==> src/rtl/axi_read_arbiter.sv <==
// Two-master (inst/data cache) to one-slave AXI read arbiter with one burst outstanding.
// Define ARB_RR_EN for round-robin tie-breaking; otherwise DATA_FIRST fixes the tie winner.
module axi_read_arbiter #(
  parameter bit DATA_FIRST = 1'b1
) (
  input  logic        clk,
  input  logic        rst,
  input  logic [48:0] i_ar,
  input  logic        i_arvalid,
  output logic        i_arready,
  output logic [38:0] i_r,
  output logic        i_rvalid,
  input  logic        i_rready,
  input  logic [48:0] d_ar,
  input  logic        d_arvalid,
  output logic        d_arready,
  output logic [38:0] d_r,
  output logic        d_rvalid,
  input  logic        d_rready,
  output logic [48:0] m_ar,
  output logic        m_arvalid,
  input  logic        m_arready,
  input  logic [38:0] m_r,
  input  logic        m_rvalid,
  output logic        m_rready
);

  typedef enum logic [2:0] {
    IDLE = 3'd0,
    AR_I = 3'd1,
    AR_D = 3'd2,
    R_I  = 3'd3,
    R_D  = 3'd4
  } state_e;

  state_e      state_q, state_d;
  logic [48:0] ar_q, ar_d;
  logic        grant_d_s;
  logic        rlast_s;

  assign rlast_s = m_r[0];

`ifdef ARB_RR_EN
  // last_grant_q: 1'b1 = data was granted last, 1'b0 = inst
  logic last_grant_q, last_grant_d;

  assign grant_d_s = d_arvalid && (!i_arvalid || !last_grant_q);

  always_ff @(posedge clk) begin
    if (rst) begin
      last_grant_q <= 1'b0;
    end else begin
      last_grant_q <= last_grant_d;
    end
  end
`else
  assign grant_d_s = d_arvalid && (!i_arvalid || (DATA_FIRST == 1'b1));
`endif

  always_ff @(posedge clk) begin
    if (rst) begin
      state_q <= IDLE;
      ar_q    <= 49'd0;
    end else begin
      state_q <= state_d;
      ar_q    <= ar_d;
    end
  end

  // Outputs are gated off while rst is high so an abandoned burst sees no further handshakes.
  always_comb begin
    state_d   = state_q;
    ar_d      = ar_q;
    i_arready = 1'b0;
    d_arready = 1'b0;
    m_arvalid = 1'b0;
    m_rready  = 1'b0;
    i_rvalid  = 1'b0;
    d_rvalid  = 1'b0;
`ifdef ARB_RR_EN
    last_grant_d = last_grant_q;
`endif
    if (!rst) begin
      case (state_q)
        IDLE: begin
          if (i_arvalid || d_arvalid) begin
`ifdef ARB_RR_EN
            last_grant_d = grant_d_s;
`endif
            if (grant_d_s) begin
              d_arready = 1'b1;
              ar_d      = d_ar;
              state_d   = AR_D;
            end else begin
              i_arready = 1'b1;
              ar_d      = i_ar;
              state_d   = AR_I;
            end
          end else begin
            state_d = IDLE;
          end
        end
        AR_I, AR_D: begin
          m_arvalid = 1'b1;
          if (m_arready) begin
            state_d = (state_q == AR_I) ? R_I : R_D;
          end else begin
            state_d = state_q;
          end
        end
        R_I: begin
          i_rvalid = m_rvalid;
          m_rready = i_rready;
          if (m_rvalid && i_rready && rlast_s) begin
            state_d = IDLE;
          end else begin
            state_d = R_I;
          end
        end
        R_D: begin
          d_rvalid = m_rvalid;
          m_rready = d_rready;
          if (m_rvalid && d_rready && rlast_s) begin
            state_d = IDLE;
          end else begin
            state_d = R_D;
          end
        end
        default: begin
          state_d = IDLE;
        end
      endcase
    end else begin
      state_d = IDLE;
    end
  end

  assign m_ar = ar_q;
  assign i_r  = m_r;
  assign d_r  = m_r;

endmodule

==> config.mk <==
export PLATFORM = sky130hd
export DESIGN_NAME = axi_read_arbiter
export DESIGN_NICKNAME = d
export VERILOG_FILES = /design/src/rtl/axi_read_arbiter.sv
export SDC_FILE = /design/constraint.sdc
export NUM_CORES = 1
export LEC_CHECK = 0
export CELL_PAD_IN_SITES_DETAIL_PLACEMENT = 1
export CELL_PAD_IN_SITES_GLOBAL_PLACEMENT = 1
export CORE_MARGIN = 4
export CORE_UTILIZATION = 19
export DETAILED_ROUTE_END_ITERATION = 6
export HOLD_SLACK_MARGIN = 0.12
export PLACE_DENSITY = 0.76
export SLEW_MARGIN = 20
export SYNTH_ARGS = -nofsm -noshare
export SYNTH_HDL_FRONTEND = slang
export SYNTH_SLANG_ARGS = --single-unit
==> constraint.sdc <==
create_clock -name clk -period 1.7 [get_ports clk]
set_clock_uncertainty 0.15 [all_clocks]
set_input_delay 0.425 -clock clk [delete_from_list [all_inputs] [get_ports clk]]
set_output_delay 0.425 -clock clk [all_outputs]
set_load 0.02 [all_outputs]
==> results of run 1 <==
sequential cells by signal, indices dropped and copies added, names as in the netlist:
name / flops
state_q: 3
m_ar: 49
path summary, 6_finish.rpt:
path / end / cells after the start / start / slack (ns)
min: m_ar[41] / 2 / m_ar[41] / 0.36
min reg2reg: m_ar[41] / 2 / m_ar[41] / 0.36
max reg2reg: m_ar[3] / 8 / state_q[2] / -0.07
max: i_arready / 3 / state_q[2] / -0.19
metrics by stage:
stage               cell area [sq um]  total power, mW
finish                           4970             4.96
global route                     4970             5.27
CTS                              4840             4.93
detailed placement               4500             3.54
global placement                 4500             3.47
floorplan                        3180             2.85
layout make-up:
cell class / instances / area share, %
Multi-Input combinational cell: 176 / 28.7
Clock inverter: 3 / 0.529
Tap cell: 216 / 5.44
Sequential cell: 52 / 21.2
Clock buffer: 5 / 2.52
Timing Repair Buffer: 203 / 41.6
cells by family (layout without fill, tap and decap cells):
logic type / count (synthesis) / count (layout) / share of synthesized area [%]
buffers and inverters: 110 / 211 / 23.8
AO/OA/AOI/OAI: 106 / 106 / 22.9
flip-flops: 52 / 52 / 33.4
multiplexers: 49 / 49 / 15.8
AND/OR/NAND/NOR: 20 / 20 / 3.86
XOR/XNOR: 1 / 1 / 0.281
synth_stat cells:
cell type,count
mux2i_1,49
o22a_1,1
clkbuf_1,18
or2_0,1
buf_4,78
buf_2,9
dfxtp_1,52
and3b_1,1
nor3_1,1
a211oi_2,10
nand3b_1,1
nor4bb_1,1
buf_6,3
xnor2_1,1
nor2b_1,2
a21oi_1,51
buf_1,2
nor2_1,3
a31oi_1,1
nand4_1,1
nand3_1,4
nand2_1,1
nor3_2,1
and3_1,2
a211oi_1,41
and2_1,1
o21ai_1,2
per-layer routing:
layer  vias to the layer above  GRT usage, %
met3                        14          5.18
met1                      1372          13.2
met2                       118          22.8
li1                       1342             -
met4                         0          3.30
met5                         -             0
worst min-delay path, delay by kind of cell (launching register included):
| kind | cells | cell delay [ns] |
|---|---|---|
| compound gates | 2 | 0.16 |
| flops | 1 | 0.31 |
timing repair:
item / in CTS / in global routing
pin swaps: 5 / 7
hold buffers: 0 / 0
setup endpoints to repair: 106 / 57
gates cloned: 4 / 3
buffers inserted: 8 / 4
gates resized for setup: 116 / 11
power by group:
group	leakage, nW	internal, mW	total (mW)	switching, mW
Clock	0.0748	0.561	1.08	0.516
Combinational	1.61	1.18	2.32	1.14
Sequential	0.434	1.44	1.56	0.119
==> metrics.md, run 1 <==
| Metric | Value |
|---|---|
| Global-route wire length before repair | `17800 um` |
| X dimension of the die | `136 um` |
| Sinks on the clock net | `52` |
| Die footprint | `0.0185 sq mm` |
| Overflow left after global routing | `0` |
| Post-synthesis instance area | `0.00311 sq mm` |
| Yosys synthesis warning count | `0` |
| Register bit total from synthesis | `52` |
| Synthesized area per cell | `9.21 sq um` |
| Final Util | `31.2%` |
| Cell types with the largest area share after synthesis | `dfxtp_1 (33%), buf_4 (19%), mux2i_1 (16%)` |
| Footprint of the flip-flops and latches | `0.00105 sq mm` |
| I/O pin count | `278` |
| Clock Path Buffers | `2` |
| Layout-stage area growth over the synthesis result | `59.6%` |
| Pwr dens | `998 mW/mm^2` |
| Antenna violations before repair | `0` |
| Worst-Margin Slew | `0.399 ns` |
| CTS clock-pin slew for the worst setup and hold paths | `0.08 ns` |
| Class of the most critical hold timing path | `flip-flop to flip-flop` |
| Maximum fanout along the worst path | `4` |
| Headroom to the max-slew limit | `73.4%` |
| Worst-case hold slack | `0.363 ns` |
| Leakage power of the design | `2.12 nW` |
| CP Data Arrival Time | `1.31 ns` |
| Global router's overall resource usage | `12.5%` |
| Wl on met1 | `4450 um` |
| Minimum clock period after layout | `1.89 ns` |
| Post-synthesis instance total | `338` |
| Number of port buffers | `163` |
| Max Fclk | `529 MHz` |
| Fin worst setup slack | `-0.189 ns` |
| Footprint of the multi-input gates | `0.00143 sq mm` |
| Fraction of layout cells with a size suffix above 1 | `19.6%` |
| Uppermost signal routing layer after detailed routing | `met4` |
| Cell at the slowest stage of the critical path | `dfxtp_4` |
| Final net count | `583` |
| Highest-count cells in the layout ignoring fill and taps | `clkdlybuf4s50_1 (101), dlygate4sd2_1 (51), a21oi_1 (50), mux2i_1 (49), dfxtp_1 (49)` |
| WL per Instance | `18.5 um` |
| Endpoints failing setup | `55` |
| TritonCTS clock tree | `built` |
| Clk Tree Root Cell | `clkbuf_16` |
| Number of vias per cell | `4.35` |
| DRC | `0` |
| Final antenna diode count | `0` |
| First-iteration detailed-routing DRC count | `57` |
| Violated checks | `setup timing` |
| Type of destination of the critical path | `output port` |
| Number of global-route vias before repair | `3195` |
| Remaining antenna violation count after routing | `0` |
| Cells along the critical path | `nor3_4 -> nor4bb_4 -> buf_4` |
| Outcome | `complete, but fails checks` |
| Total CTS buffers | `5` |
| CP bufs+invs | `1` |
| Post-Layout Cell Count | `655` |
| Distinct cell type count after synthesis | `27` |
| Router iterations before antenna repair | `4` |
| Wire length on met3 | `1120 um` |
| Crit start category | `flip-flop` |
| Total negative slack for setup checks | `-2.76 ns` |
| Placed Cells incl. Taps | `629` |
| Cell type with the largest total area after synthesis | `dfxtp_1` |
| Part of the Yosys area used for sequential elements | `33.4%` |
| Vertical die dimension | `136 um` |
| Std-Cell Core Area | `0.0159 sq mm` |
| DR vias | `2846` |
| Detail Route met2 WL | `6410 um` |
| Final hold vios | `0` |
| Detailed-route wire length | `12100 um` |
| Detailed Place HPWL | `8390 um` |
| Clock insertion delay at the later pin of the skew report | `0.30 ns` |
| Setup repair after global routing missed its margin | `yes` |
| Post-Place Setup Slack | `-0.725 ns` |
| Routability-driven placement congestion ratio | `0.727` |
| Fraction of synthesized cell area taken by the top area cell type | `33.4%` |
| Final Max Slew Viols | `0` |
| Filler Cell Count | `1817` |
| Kind of critical path | `flip-flop to output port` |
| Initial cell density of the core | `19.5%` |
| Final worst path period share | `111%` |
| Commonest non-fill, non-tap cell in the layout | `clkdlybuf4s50_1` |
| Stage delay of the slowest cell on the critical path | `0.37 ns` |
| Number of max-capacitance violations reported | `0` |
| CTS HTree Levels | `2` |
| Total number of placement rows | `46` |
| Total nets after synthesis | `483` |
| Kind of cell with the highest combined delay on the critical path | `simple AND/OR/NAND/NOR gates` |
| Largest net degree at the start of global routing | `27` |
| Required time of the critical path | `1.12 ns` |
| Largest vdd supply drop | `390 uV` |
No activity file was read; power rests on OpenSTA's default activity.
==> inputs of run 2 (changes only) <==
--- a/config.mk
+++ b/config.mk
@@ -12,6 +12,7 @@
 export DETAILED_ROUTE_END_ITERATION = 6
 export HOLD_SLACK_MARGIN = 0.12
 export PLACE_DENSITY = 0.76
+export REMOVE_ABC_BUFFERS = 1
 export SLEW_MARGIN = 20
 export SYNTH_ARGS = -nofsm -noshare
 export SYNTH_HDL_FRONTEND = slang
==> run 2 against run 1 <==
  * The run still ends with setup timing left
  * Sequential power about the same
  * Via count rose by 5.8%
  * Wire length is 31% higher
  * Clock power shrank 5%
  * Sequential share of layout area shrank 1.0 points
  * Non-clock buffer count increased by 5
  * Register-to-register slack about the same
  * Critical path depth rose by 2
  * First-iteration DRC count rose by 58%
  * Fmax is 1.3% higher
  * Largest power group unchanged
  * Highest routed layer is now met5
==> metrics.md, run 2 (synthesized netlist as in run 1, its figures left out) <==
| Metric | Value |
|---|---|
| Worst-Margin Slew | `0.666 ns (+0.267 ns)` |
| Fraction of layout cells with a size suffix above 1 | `28.6% (+9.0 points)` |
| Final hold vios | `0 (unchanged)` |
| Pwr dens | `975 mW/mm^2 (-2.3%)` |
| TritonCTS clock tree | `built` |
| Endpoints failing setup | `43 (-22%)` |
| X dimension of the die | `136 um (unchanged)` |
| Post-Place Setup Slack | `-0.757 ns (-0.0312 ns)` |
| Flip-flop count of the largest register, all copies and words added | `49 (unchanged)` |
| Sinks on the clock net | `52 (unchanged)` |
| Antenna violations before repair | `1 (+1)` |
| CP bufs+invs | `2 (+1)` |
| Violated checks | `setup timing` |
| Clk Tree Root Cell | `clkbuf_16` |
| Router iterations before antenna repair | `4 (unchanged)` |
| Number of vias per cell | `4.56 (+5.0%)` |
| Maximum fanout along the worst path | `4 (unchanged)` |
| Cell at the slowest stage of the critical path | `dfxtp_4` |
| Required time of the critical path | `1.12 ns (about the same)` |
| Outcome | `complete, but fails checks` |
| Kind of critical path | `flip-flop to output port` |
| Area of all placed cells without fillers | `0.00519 sq mm (+4.6%)` |
| CP Data Arrival Time | `1.29 ns (-0.02 ns)` |
| DR vias | `3011 (+5.8%)` |
| Kind of cell with the highest combined delay on the critical path | `flip-flops` |
| Class of the most critical hold timing path | `flip-flop to flip-flop` |
| Number of max-capacitance violations reported | `0 (unchanged)` |
| Number of global-route vias before repair | `3209 (+0.44%)` |
| Global-route wire length before repair | `21100 um (+19%)` |
| Headroom to the max-slew limit | `55.6% (-18 points)` |
| Global router's overall resource usage | `15.4% (+2.9 points)` |
| Clock insertion delay at the later pin of the skew report | `0.29 ns (about the same)` |
| Detailed Place HPWL | `11800 um (+40%)` |
| Total number of placement rows | `46 (unchanged)` |
| Remaining antenna violation count after routing | `0 (unchanged)` |
| Filler Cell Count | `1764 (-2.9%)` |
| Leakage power of the design | `2.17 nW (+2.4%)` |
| Setup repair after global routing missed its margin | `yes` |
| Final net count | `588 (+0.86%)` |
| Largest vdd supply drop | `330 uV (-15%)` |
| Total CTS buffers | `5 (unchanged)` |
| Power consumption | `5.06 mW (+2.2%)` |
| Layout-stage area growth over the synthesis result | `66.9%` |
| Footprint of the flip-flops and latches | `0.00105 sq mm (-0.48%)` |
| Total negative slack for setup checks | `-2.12 ns (+0.646 ns)` |
| Final worst path period share | `110% (-1.4 points)` |
| I/O pin count | `278 (unchanged)` |
| Footprint of the multi-input gates | `0.00162 sq mm (+13%)` |
| CTS HTree Levels | `2 (unchanged)` |
| Initial cell density of the core | `19.5% (unchanged)` |
| Minimum clock period after layout | `1.87 ns (-0.0234 ns)` |
| Type of destination of the critical path | `output port` |
| Die footprint | `0.0185 sq mm (unchanged)` |
| Crit. Startpoint | `state_q[0]` |
| DRC | `0 (unchanged)` |
| Overflow left after global routing | `0 (unchanged)` |
| Worst-case hold slack | `0.386 ns (+0.0233 ns)` |
| Number of port buffers | `163 (unchanged)` |
| Detailed-route wire length | `15800 um (+31%)` |
| Worst reg2reg startpoint | `state_q[2]` |
| Min-delay src | `m_ar[32]` |
| Std-Cell Core Area | `0.0159 sq mm (unchanged)` |
| Vertical die dimension | `136 um (unchanged)` |
| Cells along the critical path | `buf_6 -> nor2_4 -> nand3_2 -> a21oi_2 -> buf_6` |
| Max Fclk | `536 MHz (+1.3%)` |
| Commonest non-fill, non-tap cell in the layout | `clkdlybuf4s50_1` |
| Final Max Slew Viols | `0 (unchanged)` |
| First-iteration detailed-routing DRC count | `90 (+58%)` |
| Critical Path Most Common Cell | `buf_6` |
| WL per Instance | `24.0 um (+30%)` |
| Routability-driven placement congestion ratio | `0.800 (+10%)` |
| Stage delay of the slowest cell on the critical path | `0.37 ns (about the same)` |
| Dpl cell area | `0.00446 sq mm (-0.83%)` |
| Crit start category | `flip-flop` |
| Clock Path Buffers | `2 (unchanged)` |
| Largest net degree at the start of global routing | `39 (+44%)` |
| Final antenna diode count | `0 (unchanged)` |
| Fin worst setup slack | `-0.166 ns (+0.0234 ns)` |
| CTS clock-pin slew for the worst setup and hold paths | `0.07 ns (about the same)` |
| Highest-count cells in the layout ignoring fill and taps | `clkdlybuf4s50_1 (100), dlygate4sd2_1 (53), a21oi_1 (50), mux2i_1 (49), dfxtp_1 (49)` |
[run 2: changes by cell type in the layout (fill, tap and decap cells not counted), sizes merged, moves of 2 or more]
cell         before  now
dlygate4sd2      51   53
buf              48   50
clkbuf            7   13
inv               2    0
[run 2: tightest hold or removal path, cell delays in order (launching register included)]
cell and delay, ns:
dfxtp_1 0.32, a21oi_1 0.11, a211oi_1 0.06
[run 2: repair_timing]
action,CTS,global route
resized for setup,127,49
setup endpoints to repair,106,57
setup buffers,8,9
hold buffers,0,0
pin swaps,11,7
cloned,1,6
[run 2: stage by stage]
step | cells | util [%]
floorplan | 228 | -
global placement | 628 | 28.0
detailed placement | 628 | 28.0
CTS | 645 | 29.7
global route | 660 | 32.6
finish | 660 | 32.6
[run 2: final timing paths]
path         cells after the start  endpoint  slack, ns
min                              2  m_ar[32]       0.39
min reg2reg                      2  m_ar[32]       0.39
max reg2reg                      8  m_ar[33]      -0.06
max                              5  m_rready      -0.17
[run 2: final cells by class]
type / instances / share of cell area, %
well taps: 216 / 5.20
flip-flops and latches: 52 / 20.2
clock buffers: 8 / 2.82
repair buffers: 208 / 40.7
multi-input cells: 176 / 31.1
[run 2: routing by layer]
metal / vias up / routed length [um] / GRT usage [%]
li1: 1342 / - / -
met5: - / 205 / 8.61
met1: 1433 / 6530 / 18.3
met3: 24 / 2510 / 13.0
met2: 204 / 6410 / 20.5
met4: 8 / 167 / 2.46
[run 2: power by group]
part / switching (mW) / internal [mW] / leakage, nW
combinational: 1.22 / 1.25 / 1.67
sequential: 0.118 / 1.44 / 0.434
clock: 0.444 / 0.589 / 0.0712
total: 1.79 / 3.28 / 2.17
